<file path="src/rtl/shift_sequencer.sv">
// Multi-cycle shift controller: iterates an SRA/SLL shift stage until the requested distance is consumed.
// Optional SHIFT_MULTI_STAGE_EN: each step shifts by the largest of 16/8/4/2/1 not exceeding the remaining distance.
module shift_sequencer (
  input  logic        clock,
  input  logic        reset,
  input  logic        ctrl_shift,
  input  logic        ctrl_flush,
  input  logic        op_sll,
  input  logic [31:0] data_operand,
  input  logic [4:0]  shamt,
  output logic [31:0] data_result,
  output logic        data_resultRDY,
  output logic        busy
);

  typedef enum logic [1:0] {IDLE, SHIFT, DONE} state_t;

  state_t             state_q;
  logic signed [31:0] work_q;
  logic signed [31:0] work_d;
  logic [4:0]         rem_q;
  logic [4:0]         rem_d;
  logic [4:0]         step;
  logic               sll_q;
  logic [31:0]        result_q;
  logic               rdy_q;
  logic               busy_q;

  // Arithmetic right fills with the sign bit; left shift always zero-fills.
  function automatic logic signed [31:0] shift_step(input logic signed [31:0] v,
                                                    input logic sll,
                                                    input logic [4:0] n);
    return sll ? (v <<< n) : (v >>> n);
  endfunction

`ifdef SHIFT_MULTI_STAGE_EN
  function automatic logic [4:0] step_size(input logic [4:0] rem);
    if (rem[4])      return 5'd16;
    else if (rem[3]) return 5'd8;
    else if (rem[2]) return 5'd4;
    else if (rem[1]) return 5'd2;
    else             return 5'd1;
  endfunction
`endif

  always_comb begin
`ifdef SHIFT_MULTI_STAGE_EN
    step = step_size(rem_q);
`else
    step = 5'd1;
`endif
    work_d = shift_step(work_q, sll_q, step);
    rem_d  = rem_q - step;
  end

  always_ff @(posedge clock or posedge reset) begin
    if (reset) begin
      state_q  <= IDLE;
      work_q   <= '0;
      rem_q    <= '0;
      sll_q    <= 1'b0;
      result_q <= '0;
      rdy_q    <= 1'b0;
      busy_q   <= 1'b0;
    end else if (ctrl_flush) begin
      // Abandoned operation: no RDY pulse, last completed result stays visible.
      state_q <= IDLE;
      rdy_q   <= 1'b0;
      busy_q  <= 1'b0;
    end else begin
      case (state_q)
        IDLE, DONE: begin
          rdy_q  <= 1'b0;
          busy_q <= 1'b0;
          if (ctrl_shift) begin
            work_q <= data_operand;
            rem_q  <= shamt;
            sll_q  <= op_sll;
            if (shamt == 5'd0) begin
              state_q  <= DONE;
              rdy_q    <= 1'b1;
              result_q <= data_operand;
            end else begin
              state_q <= SHIFT;
              busy_q  <= 1'b1;
            end
          end else begin
            state_q <= IDLE;
          end
        end
        SHIFT: begin
          work_q <= work_d;
          rem_q  <= rem_d;
          if (rem_d == 5'd0) begin
            state_q  <= DONE;
            rdy_q    <= 1'b1;
            busy_q   <= 1'b0;
            result_q <= work_d;
          end
        end
        default: begin
          state_q <= IDLE;
          rdy_q   <= 1'b0;
          busy_q  <= 1'b0;
        end
      endcase
    end
  end

  assign data_result    = result_q;
  assign data_resultRDY = rdy_q;
  assign busy           = busy_q;

endmodule

</file>
<file path="config.mk">
export PLATFORM = sky130hd
export DESIGN_NAME = shift_sequencer
export DESIGN_NICKNAME = d
export VERILOG_FILES = /design/src/rtl/shift_sequencer.sv
export SDC_FILE = /design/constraint.sdc
export NUM_CORES = 1
export LEC_CHECK = 0
export BUFFER_PORTS_ARGS = -buffer_cell sky130_fd_sc_hd__buf_2
export CAP_MARGIN = 20
export CORE_MARGIN = 4
export CORE_UTILIZATION = 50
export CTS_CLUSTER_DIAMETER = 60
export DETAILED_ROUTE_END_ITERATION = 7
export GPL_TIMING_DRIVEN = 0
export PLACE_DENSITY = 0.76
export SLEW_MARGIN = 20
export SYNTH_ARGS = -nofsm -noshare
export SYNTH_HDL_FRONTEND = slang
export SYNTH_SLANG_ARGS = --single-unit
</file>
<file path="constraint.sdc">
create_clock -name clock -period 2.99 [get_ports clock]
set_input_delay 0 -clock clock [delete_from_list [all_inputs] [get_ports clock]]
set_output_delay 0 -clock clock [all_outputs]
set_load 0.02 [all_outputs]
</file>
==> metrics.md <==
| Metric | Value |
|---|---|
| Worst Setup Slack, final | `0.440 ns` |
| CTS root buffer | `clkbuf_8` |
| Fin Setup TNS | `0 ns` |
| Fraction of synthesized cell area in xor and xnor cells | `0.00246` |
| Worst IR Drop VDD | `0.639 mV` |
| Tot Pwr | `4.59 mW` |
| Required time at the worst-slack endpoint | `3.23 ns` |
| Worst slew slack as a fraction of its limit | `0.576` |
| Wire length of the first global-routing pass | `13,900 µm` |
| Register bit total from synthesis | `73` |
| Nets in the synthesized netlist | `381` |
| Die Height | `92.4 µm` |
| Simple logic cell fraction of the synthesized area | `0.0885` |
| Mapped Area | `3560 µm²` |
| Sinks on the clock net | `73` |
| Net Sw Power | `1.85 mW` |
| HPWL Detailed | `5760 µm` |
| Post-Layout Inst Area | `4500 µm²` |
| MaxCap Viol Count | `0` |
| Placeable core area | `6870 µm²` |
| Maximum fanout encountered on the critical timing path | `10` |
| Design internal power | `2.74 mW` |
| Top post-synthesis cells by area | `dfrtp_1, mux2i_1, mux2_2` |
| Largest stage delay, worst path | `0.49 ns` |
| Longest Clk Path Bufs | `2` |
| Crit Path Class | `reg -> reg` |
| Cell leakage power | `2.17 nW` |
| Overflow left after global routing | `0` |
| Yosys Warn Count | `0` |
| Cell count of the worst hold path | `4` |
| R2R setup slack | `0.44 ns` |
| CTS resizes | `0` |
| Drt drc | `0` |
| Measured slew at the worst slew-check pin | `0.636 ns` |
| Post-layout utilization of the core | `0.656` |
| Remaining number of nets flagged by the antenna check after routing | `0` |
| Tcrit/Tclk final | `0.853` |
| Detailed-route vias per instance | `5.16` |
| Vias after detailed routing | `2,818` |
| Worst Path Arrival | `2.79 ns` |
| Global-route total usage across every layer | `0.204` |
| Final setup violation count | `0` |
| Worst reg2reg endpoint | `data_result[1]` |
| CP startpoint kind | `flip-flop` |
| Fraction of the yosys area taken by sequential cells | `0.512` |
| Leading cell type in the layout, fill and taps excluded | `buf_2` |
| Compound-gate portion of the synthesized area | `0.108` |
| CP max stage cell | `a311oi_4` |
| Number of pins exceeding their max-slew limit in the final report | `0` |
| Total Nets Final | `490` |
| Outcome | `finished clean` |
| Leading cell types in the layout, fill and taps excluded | `buf_2, dfrtp_1, mux2i_1, o21ai_0, nand2_1` |
| TritonCTS buffer count | `9` |
| Number of rows in the core area | `30` |
| Worst flop-to-flop path startpoint | `rem_q[0]` |
| Area growth from synthesis to layout | `26.4%` |
| Die X | `92.4 µm` |
| End of the worst hold path | `data_result[0]` |
| Kind of path behind the tightest hold check | `in -> reg` |
| Number of DRC markers in iteration 0 | `106` |
| Cells along the critical path | `inv_1 > ha_1 > nor3b_2 > xnor2_1 > a21oi_1 > a311oi_4 > buf_6 > mux2_2` |
| Number of search-and-repair iterations in the first detailed-routing pass | `4` |
| Top FF cell, synth | `dfrtp_1` |
| Critical Path End Type | `flip-flop` |
| Maximum level of the CTS H-tree | `3` |
| Post-synthesis share of cell area spent on full adders, half adders and majority gates | `0.00702` |
| Clock-pin slew of the registers on the worst-case setup and hold paths | `0.08 ns` |
| Multiplexer fraction of the synthesized cell area | `0.234` |
| Clock latency reported for the late side of the worst-skew pair | `0.35 ns` |
| Biggest area consumer among synthesized cells | `dfrtp_1` |
| Vias in the first global route | `2,949` |
| Final non-filler cell total | `546` |
| Largest family of logic cells by synthesized area | `multiplexers` |
| Mean instance size in the synthesized netlist | `10.6 µm²` |
| Upper clock frequency limit | `392 MHz` |
| Number of distinct library cells after synthesis | `30` |
| Number of enable-type register cells in the synthesized netlist | `0` |
| Routed length per placed instance | `14.9 µm` |
| Share of total power in the clock network | `0.167` |
| Top-Level Pins | `76` |
| Max Clock Skew | `0.0124 ns` |
| Area share of the largest cell type after synthesis | `0.512` |
| Post-synth ARST share | `1.00` |
| Share of final-layout standard cells stronger than drive strength 1 | `0.298` |
| Maximum number of pins on one net before global-route repair | `45` |
| Post-CTS setup buffers | `0` |
| Starting utilization of the core area | `0.519` |
| Floorplan die area | `8540 µm²` |
| Net switching fraction of the power | `0.403` |
| Combinational cell fraction of total power | `0.440` |
| Unrepaired setup endpoints after global routing | `false` |
| Post-detailed-placement cell area | `4090 µm²` |
| Total length of routed wires | `8140 µm` |
| Count of final hold-check violations | `0` |
| Worst Reg2Reg Path Length in Cells | `8` |
| Crit path buf inv count | `2` |
| Critical hold path startpoint | `data_operand[0]` |
| Count of input and output buffers | `75` |
| Number of antenna repair diodes | `0` |
| Cell area power density | `1020 nW/µm²` |
| Placer Congestion | `0.781` |
| Final hold slack | `0.00870 ns` |
| Syn Inst Count | `337` |
| Setup WS pre-CTS | `0.446 ns` |
| Portion of total power attributed to sequential cells | `0.393` |
| TritonCTS clock tree | `yes` |
| Antenna violations before repair | `0` |
| Placed instance count | `509` |
| Critical path's top delay family | `compound AO/OA/AOI/OAI gates` |
| Final critical delay including setup and external delays | `2.55 ns` |
-- cell usage after synthesis (2+ instances only) --
cell	number
buf_2	2
nand2_1	36
ha_1	2
a31oi_1	2
clkbuf_1	15
dfrtp_1	73
mux2_2	34
nor2b_1	2
nand3b_1	2
o21ai_0	38
buf_6	2
nand2b_1	3
inv_1	18
nor3_1	2
mux2i_1	44
a22oi_1	2
a21oi_1	21
nor2_1	26
a21o_1	2
-- power groups by stage --
stage / logic (mW) / registers [mW] / clock network (mW)
final: 2.02 / 1.81 / 0.767
after global routing: 2.23 / 1.87 / 0.827
after CTS: 2.03 / 1.80 / 0.782
after detailed placement: 2.00 / 1.82 / 0
after global placement: 1.94 / 1.80 / 0
after floorplan: 1.20 / 2.02 / 0
-- per-layer routing --
| metal | global-route usage | vias to the layer above | part of all wire |
|---|---|---|---|
| li1 | - | 1379 | - |
| met1 | 0.256 | 1362 | 0.44 |
| met2 | 0.348 | 67 | 0.50 |
| met3 | 0.0414 | 10 | 0.051 |
| met4 | 0.0767 | 0 | 0.013 |
| met5 | 0 | - | 0 |
-- state kept, by name, summed over array words and instances (netlist names) --
signal	count
data_result	32
work_q	32
rem_q	5
state_q	2
busy	1
sll_q	1
-- repair_timing --
item | CTS | global route
hold buffers | 22 | 0
setup endpoints to repair | 0 | 0
hold endpoints to repair | 65 | 0
-- how the worst max path moves through the flow --
stage	start	to	slack (ns)	cells after the start
after floorplan	rem_q[0]	data_result[1]	0.76	8
after global routing	rem_q[0]	data_result[0]	0.34	8
after CTS	rem_q[0]	data_result[1]	0.45	8
after global placement	reset	data_result[11]	0.22	2
after detailed placement	rem_q[0]	data_result[1]	0.45	8
final	rem_q[0]	data_result[1]	0.44	8
-- worst reg2reg max path, stage by stage (launching register included) --
cell and delay [ns]:
dfrtp_1 0.44, inv_1 0.08, ha_1 0.25, nor3b_2 0.29
xnor2_1 0.17, a21oi_1 0.15, a311oi_4 0.49, buf_6 0.24
mux2_2 0.35
-- cell families after synthesis --
kind of cell | Yosys count
AOI/OAI and AO/OA | 69
buffers and inverters | 39
muxes | 79
DFF | 73
adders and majority gates | 2
and+or+nand+nor | 74
xor gates and xnor gates | 1
-- area by class of cell --
cell class / count / area [µm²]
sequential: 73 / 1830
fill: 538 / 2360
tap: 96 / 120
clock buffer: 10 / 138
buffer: 21 / 100
inverter: 18 / 70.1
multi-input combinational: 225 / 1570
clock inverter: 5 / 56.3
timing repair buffer: 98 / 623
No activity file was read; power rests on OpenSTA's default activity.
